==> src/rtl/seg7_capture.sv <==
// seg7_capture: synchronises a glitchy seven-segment bus, accepts patterns only
// after they have held steady, decodes them to hex nibbles and queues them
// behind a show-ahead valid/ready FIFO.
module seg7_capture #(
  parameter int STABLE_CYCLES = 4,
  parameter int FIFO_DEPTH    = 4
) (
  input  logic                          clk,
  input  logic                          rst,
  input  logic [6:0]                    seg_in,
  input  logic                          clr,
  output logic                          out_valid,
  input  logic                          out_ready,
  output logic [4:0]                    out_data,
  output logic                          overflow,
  output logic [$clog2(FIFO_DEPTH):0]   fifo_level,
  output logic [7:0]                    digit_count
);
  localparam int AW = $clog2(FIFO_DEPTH);
  localparam int LW = AW + 1;
  localparam int CW = $clog2(STABLE_CYCLES + 1);
  localparam logic [CW-1:0] CNT_MAX  = CW'(STABLE_CYCLES);
  localparam logic [CW-1:0] CNT_FIRE = CW'(STABLE_CYCLES - 1);
  localparam logic [LW-1:0] LVL_FULL = LW'(FIFO_DEPTH);

  logic [6:0]    s1, s, cand, last;
  logic [CW-1:0] cnt;
  logic [4:0]    mem [FIFO_DEPTH];
  logic [AW-1:0] wr_ptr, rd_ptr;
  logic [LW-1:0] level;

  logic commit, commit_new, commit_digit, full, pop, push, drop;

  // Exact-match decode; anything else non-blank is flagged as an error entry.
  function automatic logic [4:0] decode(input logic [6:0] p);
    case (p)
      7'h3F: decode = 5'h00;  7'h06: decode = 5'h01;
      7'h5B: decode = 5'h02;  7'h4F: decode = 5'h03;
      7'h66: decode = 5'h04;  7'h6D: decode = 5'h05;
      7'h7D: decode = 5'h06;  7'h07: decode = 5'h07;
      7'h7F: decode = 5'h08;  7'h6F: decode = 5'h09;
      7'h77: decode = 5'h0A;  7'h7C: decode = 5'h0B;
      7'h39: decode = 5'h0C;  7'h5E: decode = 5'h0D;
      7'h79: decode = 5'h0E;  7'h71: decode = 5'h0F;
      default: decode = 5'h10;
    endcase
  endfunction

  // Commit fires once per stable episode; repeats of the last pattern are ignored.
  always_comb begin
    commit       = (s == cand) && (cnt == CNT_FIRE);
    commit_new   = commit && (cand != last);
    commit_digit = commit_new && (cand != 7'h00);
    full         = (level == LVL_FULL);
    out_valid    = (level != '0);
    pop          = out_valid && out_ready;
    push         = commit_digit && (!full || pop);
    drop         = commit_digit && full && !pop;
    out_data     = out_valid ? mem[rd_ptr] : 5'h00;
    fifo_level   = level;
  end

  // Two-flop synchroniser for the asynchronous segment bus.
  always_ff @(posedge clk or posedge rst) begin
    if (rst) begin
      s1 <= '0;
      s  <= '0;
    end else begin
      s1 <= seg_in;
      s  <= s1;
    end
  end

  // Stability filter: restart on any change, saturate once settled.
  always_ff @(posedge clk or posedge rst) begin
    if (rst) begin
      cand <= '0;
      cnt  <= '0;
      last <= '0;
    end else begin
      if (s != cand) begin
        cand <= s;
        cnt  <= '0;
      end else if (cnt < CNT_MAX) begin
        cnt <= cnt + CW'(1);
      end
      if (commit_new) last <= cand;
    end
  end

  // FIFO storage and pointers; a pop frees the slot for a same-cycle push.
  always_ff @(posedge clk or posedge rst) begin
    if (rst) begin
      wr_ptr <= '0;
      rd_ptr <= '0;
      level  <= '0;
      for (int i = 0; i < FIFO_DEPTH; i++) mem[i] <= '0;
    end else begin
      if (push) begin
        mem[wr_ptr] <= decode(cand);
        wr_ptr      <= wr_ptr + AW'(1);
      end
      if (pop) rd_ptr <= rd_ptr + AW'(1);
      case ({push, pop})
        2'b10:   level <= level + LW'(1);
        2'b01:   level <= level - LW'(1);
        default: level <= level;
      endcase
    end
  end

  // Status counters; clear takes priority over a same-cycle update.
  always_ff @(posedge clk or posedge rst) begin
    if (rst) begin
      overflow    <= 1'b0;
      digit_count <= '0;
    end else if (clr) begin
      overflow    <= 1'b0;
      digit_count <= '0;
    end else begin
      if (drop) overflow <= 1'b1;
      if (commit_digit) digit_count <= digit_count + 8'd1;
    end
  end
endmodule
==> config.mk <==
export PLATFORM = sky130hd
export DESIGN_NAME = seg7_capture
export DESIGN_NICKNAME = d
export VERILOG_FILES = /design/src/rtl/seg7_capture.sv
export SDC_FILE = /design/constraint.sdc
export NUM_CORES = 1
export LEC_CHECK = 0
export ABC_AREA = 1
export BUFFER_PORTS_ARGS = -buffer_cell sky130_fd_sc_hd__buf_2
export CAP_MARGIN = 20
export CELL_PAD_IN_SITES_DETAIL_PLACEMENT = 0
export CELL_PAD_IN_SITES_GLOBAL_PLACEMENT = 1
export CORE_AREA = 10 10 104 106
export DETAILED_ROUTE_END_ITERATION = 10
export DIE_AREA = 0 0 114 116
export GPL_TIMING_DRIVEN = 0
export PLACE_DENSITY = 0.72
export REMOVE_ABC_BUFFERS = 1
export SETUP_SLACK_MARGIN = 0.3
export SYNTH_ARGS = -nofsm -noshare
export SYNTH_HDL_FRONTEND = slang
export SYNTH_SLANG_ARGS = --single-unit
==> constraint.sdc <==
create_clock -name clk -period 2.84 [get_ports clk]
set_input_delay 0.568 -clock clk [delete_from_list [all_inputs] [get_ports clk]]
set_output_delay 0.568 -clock clk [all_outputs]
set_load 0.005 [all_outputs]
Yosys cells after proc, flatten, opt, wreduce, memory -nomap -nowiden
Index checks and enable logic that the tools add are counted.
{"block": "totals", "ff_bits": 67, "input_bits": 11, "output_inout_bits": 18}
{"block": "classes", "addsub": 6, "n_lt_le_gt_ge": 4, "eq_ne": 23, "muxes": 16, "n_bitwise": 2, "n_reduce_logical": 17}
{"cell": "$eq A7 B7 Y1 const B", "n": 12}
{"cell": "$pmux W5 S16", "n": 1}
{"cell": "$mux W5", "n": 5}
{"cell": "$bwmux W20", "n": 1}
{"cell": "$mux W8", "n": 2}
{"cell": "$eq A7 B3 Y1 const B", "n": 2}
{"cell": "$eq A7 B6 Y1 const B", "n": 2}
{"cell": "$ne A7 B7 Y1", "n": 2}
{"cell": "$bmux W5 S2", "n": 1}
{"cell": "$demux W5 S2", "n": 1}
{"cell": "$add A8 B1 Y8 const B", "n": 1}
{"cell": "$logic_and A1 B1 Y1", "n": 8}
{"cell": "$reduce_bool A2 Y1", "n": 4}
{"cell": "$eq A7 B7 Y1", "n": 1}
{"cell": "$reduce_bool A7 Y1", "n": 1}
{"cell": "$add A3 B1 Y3 const B", "n": 2}
{"cell": "$ge A3 B3 Y1 const B", "n": 2}
{"cell": "$mux W3", "n": 2}
{"cell": "$not A2 Y3", "n": 2}
{"cell": "$pmux W3 S2", "n": 1}
{"cell": "$add A2 B1 Y2 const B", "n": 2}
{"cell": "$eq A3 B2 Y1 const B", "n": 1}
{"cell": "$eq A3 B3 Y1 const B", "n": 1}
{"cell": "$lt A3 B1 Y1 const B", "n": 1}
{"cell": "8 further kinds", "n": 10}

Logic depth before layout (Yosys ltp)
{"block": "logic_depth", "word_depth": 8, "depth_mapped": 17}

Worst setup path before layout
OpenSTA, ideal clock, no wires.
{"block": "synth_path", "path_kind": "reg-to-reg", "from": "register cand[3]", "to": "register level[2], in the netlist fifo_level[2]", "setup_time_ps": 117, "arrival_time_ps": 1960, "required_ps": 2723, "path_slack_ps": 764, "stages_incl_launch_ff": 15, "n_path_buf": 1, "period_less_slack_ps": 2076, "cell_sequence": "dfrtp_1 -> buf_6 -> xnor2_1 -> nand2_1 -> nor2_1 -> nand3_1 -> nor2_4 -> nand2_4 -> nand2_1 -> inv_1 -> fa_1 -> nand4_1 -> nand2_1 -> nand3_1 -> nand2_1"}
{"block": "synth_via", "elab_chain_len": 7}
{"item": "start, declared", "line_no": "26", "text": "logic [6:0] s1, s, cand, last;"}
{"item": "start signal, assigned", "line_no": "82", "text": "cand <= s;"}
{"item": "$eq A7 B7 Y1", "line_no": "51", "text": "commit = (s == cand) && (cnt == CNT_FIRE);"}
{"item": "$logic_and A1 B1 Y1", "line_no": "51"}
{"item": "$logic_and A1 B1 Y1", "line_no": "52", "text": "commit_new = commit && (cand != last);"}
{"item": "$logic_and A1 B1 Y1 *", "line_no": "53", "text": "commit_digit = commit_new && (cand != 7'h00);"}
{"item": "$logic_and A1 B1 Y1 *", "line_no": "57", "text": "push = commit_digit && (!full || pop);"}
{"item": "$eq A2 B1 Y1 / $eq A2 B2 Y1 (equally long branches)", "line_no": "104", "text": "case ({push, pop})"}
{"item": "$pmux W3 S2 / $reduce_bool A2 Y1 (equally long branches)"}
{"item": "end signal, assigned", "line_no": "105", "text": "2'b10: level <= level + LW'(1);"}
{"item": "end signal, assigned", "line_no": "106", "text": "2'b01: level <= level - LW'(1);"}
{"item": "end signal, assigned", "line_no": "107", "text": "default: level <= level;"}
{"item": "end, declared", "line_no": "30", "text": "logic [LW-1:0] level;"}
Every way passes the cells marked *; elsewhere a longest branch is shown, timed or not.
A chain may end at the register's enable or synchronous reset.

Final worst setup path
{"block": "layout_path", "from": "register cand[6]", "to": "register level[2], in the netlist fifo_level[2]"}
Same word-level chain as after synthesis.

==> qor.txt <==
Status -> completed
Synth Instances -> 378
Ys Warns -> 0
Register area share after synthesis -> 51.15%
Layout Skew -> 9.372 ps
P_leak -> 0.001827 uW
Largest net degree at the start of global routing -> 68
IR drop worst, VDD -> 0.3866 mV
Cell type of the slowest stage on the worst timing path -> dfrtp_1
Post-synth EDFFs -> 0
Hold path cells -> 1
Setup TNS -> 0 ps
Total grt overflow -> 0
Initial antenna violation count -> 0
Reg-to-reg endpoint -> fifo_level[2]
Final setup fails -> 0
First-pass GRT wire length -> 11.61 mm
Worst Hold Endpoint -> s1[6]
CP required -> 3080 ps
Port Buffers -> 28
CP Class -> reg2reg
GRT Overall Usage -> 10.74%
Count of maximum capacitance violations -> 0
Min-Delay Startpoint -> seg_in[6]
Post-synthesis register bit count -> 67
RSZ-0062 raised after global routing -> yes
F_max -> 0.4227 GHz
Mapped Area -> 0.003278 sq mm
Via density -> 4.773
Area growth from synthesis to layout -> 12.79%
Critical path's top delay family -> simple AND/OR/NAND/NOR gates
Critical path's most frequent cell -> nand2_1
Ys flop type -> dfrtp_1
First DRT Iteration DRCs -> 133
Actual slew at the worst max-slew pin -> 898.6 ps
Syn Area/Cell -> 8.672 sq um
CP Capture Type -> register
DR vias -> 2,463
Die area -> 0.01322 sq mm
Final net count -> 422
Worst Setup Start Kind -> register
Final hold vios -> 0
Reg clk slew, reported paths -> 80 ps
Post-DRT Antenna Nets -> 0
Clk buf depth -> 2
Worst reg-to-reg path cell count -> 13
I/O pin count -> 29
Vias in the first global route -> 2,446
Drt wl/cell -> 12.80 um
Crit path buffers/inverters -> 1
Die W -> 114 um
Final Max Slew Viols -> 0
Asr flop ratio synth -> 100.0%
Row cnt -> 34
GP Congestion -> 0.7599
Worst R2R Setup Slack -> 470 ps
CORE AREA -> 0.008678 sq mm
Hold-fix buffers, CTS -> 0
Drt drc -> 0
Fraction of layout cells with a size suffix above 1 -> 15.20%
CTS tree -> done
Die H -> 116 um
Hpwl dp -> 4.773 mm
# H-tree levels -> 3
Final hold slack -> 317.7 ps
Worst hold path type -> in2reg
# clock sinks -> 67
CTS Buf Count -> 9
Final min period -> 2366 ps
Pre-Repair DR Iteration Count -> 4
Leading post-synthesis cells by cell area -> dfrtp_1, nand2_1, nor2_1
Root Buffer -> clkbuf_8
Fillers -> 905
Clk_lat worst skew -> 350 ps
Post-synth top area share -> 51.15%
Synth cell types -> 31
Pwr dens -> 583.2 mW/mm^2
Synth area leader -> dfrtp_1
Antenna diodes -> 0
Worst-path cell chain -> xnor2_2, nand2_1, nor2_1, nand3_1, nor2_4, nand2_4, nand2_1, inv_1, fa_1, nand4_1, nand2_1, nand3_1, nand2_1
Slew HR -> 39.25%
Reg2reg start -> cand[6]
Routed WL -> 6.607 mm
Initial core utilization -> 37.77%
Period utilisation layout -> 83.30%
Critical Path Fanout Max -> 13
CP peak stage delay -> 500 ps
CP arrival -> 2600 ps
## cells in the final DEF (no fill, tap or decap)
cell | Yosys | final
a21oi_1 | 9 | 9
and3_1 | 1 | 1
buf_2 | 3 | 28
buf_4 | 0 | 2
bufinv_16 | 0 | 2
clkbuf_8 | 0 | 9
clkinv_1 | 1 | 1
clkinv_4 | 0 | 2
clkinvlp_4 | 0 | 2
dfrtp_1 | 67 | 66
dfrtp_2 | 0 | 1
fa_1 | 1 | 1
ha_1 | 7 | 7
inv_1 | 33 | 32
inv_2 | 2 | 2
inv_4 | 0 | 1
inv_6 | 0 | 1
nand2_1 | 90 | 90
nand2_4 | 4 | 4
nand2b_1 | 1 | 1
nand3_1 | 27 | 27
nand4_1 | 9 | 9
nor2_1 | 38 | 38
nor2_4 | 2 | 2
nor3_1 | 9 | 8
nor3_2 | 0 | 1
nor4b_1 | 1 | 1
o21a_1 | 1 | 1
o21ai_0 | 28 | 28
o21ai_1 | 5 | 5
o21ai_2 | 3 | 3
o31ai_1 | 4 | 4
or3b_2 | 1 | 1
xnor2_1 | 8 | 8
xnor2_2 | 1 | 1
xor2_1 | 9 | 9
## state kept, by name (all words and copies together), names as in the netlist
signal and flops:
cand 7, cnt 3, wr_ptr 2, overflow 1, digit_count 8, last 7
mem 20, fifo_level 3, s 7, s1 7, rd_ptr 2
## metrics by stage
stage	total power [uW]	cells	cell area, sq um	worst slack (ps)	utilization [%]
floorplan	1205	362	3173	588.8	-
global placement	1277	498	3448	-263.7	39.73
detailed placement	1278	498	3451	393.1	39.76
CTS	2190	514	3676	336.3	42.36
global route	2266	516	3697	274.5	42.60
finish	2156	516	3697	474.4	42.60
## cells by family (layout without fill, tap and decap cells)
family | Yosys count | count (layout) | share of synthesized area, %
buffers and inverters | 52 | 82 | 7.328
and+or+nand+nor | 183 | 183 | 24.85
adders and majority gates | 8 | 8 | 3.282
AOI/OAI and AO/OA | 50 | 50 | 8.359
xor gates and xnor gates | 18 | 18 | 5.039
DFF | 67 | 67 | 51.15
## how the worst max path moves through the flow
stage,start,end,slack [ps],cells past startpoint
final,cand[6],fifo_level[2],470,13
after global routing,cand[1],mem[11],270,12
after CTS,cand[1],fifo_level[2],340,15
after detailed placement,cand[1],fifo_level[2],390,15
after global placement,rst,mem[10],-260,2
after floorplan,rst,cand[0],590,1
## report_power, final
group	leakage, uW	switching, uW	total (uW)	internal (uW)
Combinational	0.000847	134	211	76.8
Sequential	0.000874	64.9	1050	982
Clock	0.000106	398	898	500
## final cells by class
class	instances	area [sq um]	area share [%]
clock buffer	9	123.9	3.350
clock inverter	7	101.3	2.741
inverter	36	137.6	3.723
multi-input combinational	259	1366	36.95
sequential	67	1678	45.38
tap	108	135.1	3.655
timing repair buffer	30	155.1	4.196
## Yosys cell counts (5+ instances only)
library cell	count
o21ai_1	5
a21oi_1	9
nor2_1	38
nand3_1	27
xor2_1	9
nand2_1	90
xnor2_1	8
nand4_1	9
dfrtp_1	67
clkbuf_1	7
nor3_1	9
ha_1	7
o21ai_0	28
inv_1	33
## layer usage
layer,routed length [um],GRT usage [%]
met2,2950,16.63
met3,300,3.411
met1,3265,13.50
met4,91,4.678
met5,0,0
## worst register-to-register path: cells and delay by family (launching register included)
kind / cells / cell delay (ps)
flops: 1 / 500
buf+inv: 1 / 70
xor+xnor: 1 / 210
fa+ha+maj: 1 / 400
simple gates: 10 / 1080
## timing repair
action / in CTS / in global routing
setup buffers: 0 / 2
setup endpoints to repair: 0 / 12
resized for setup: 0 / 2
Power figures use the tool's default switching activity.
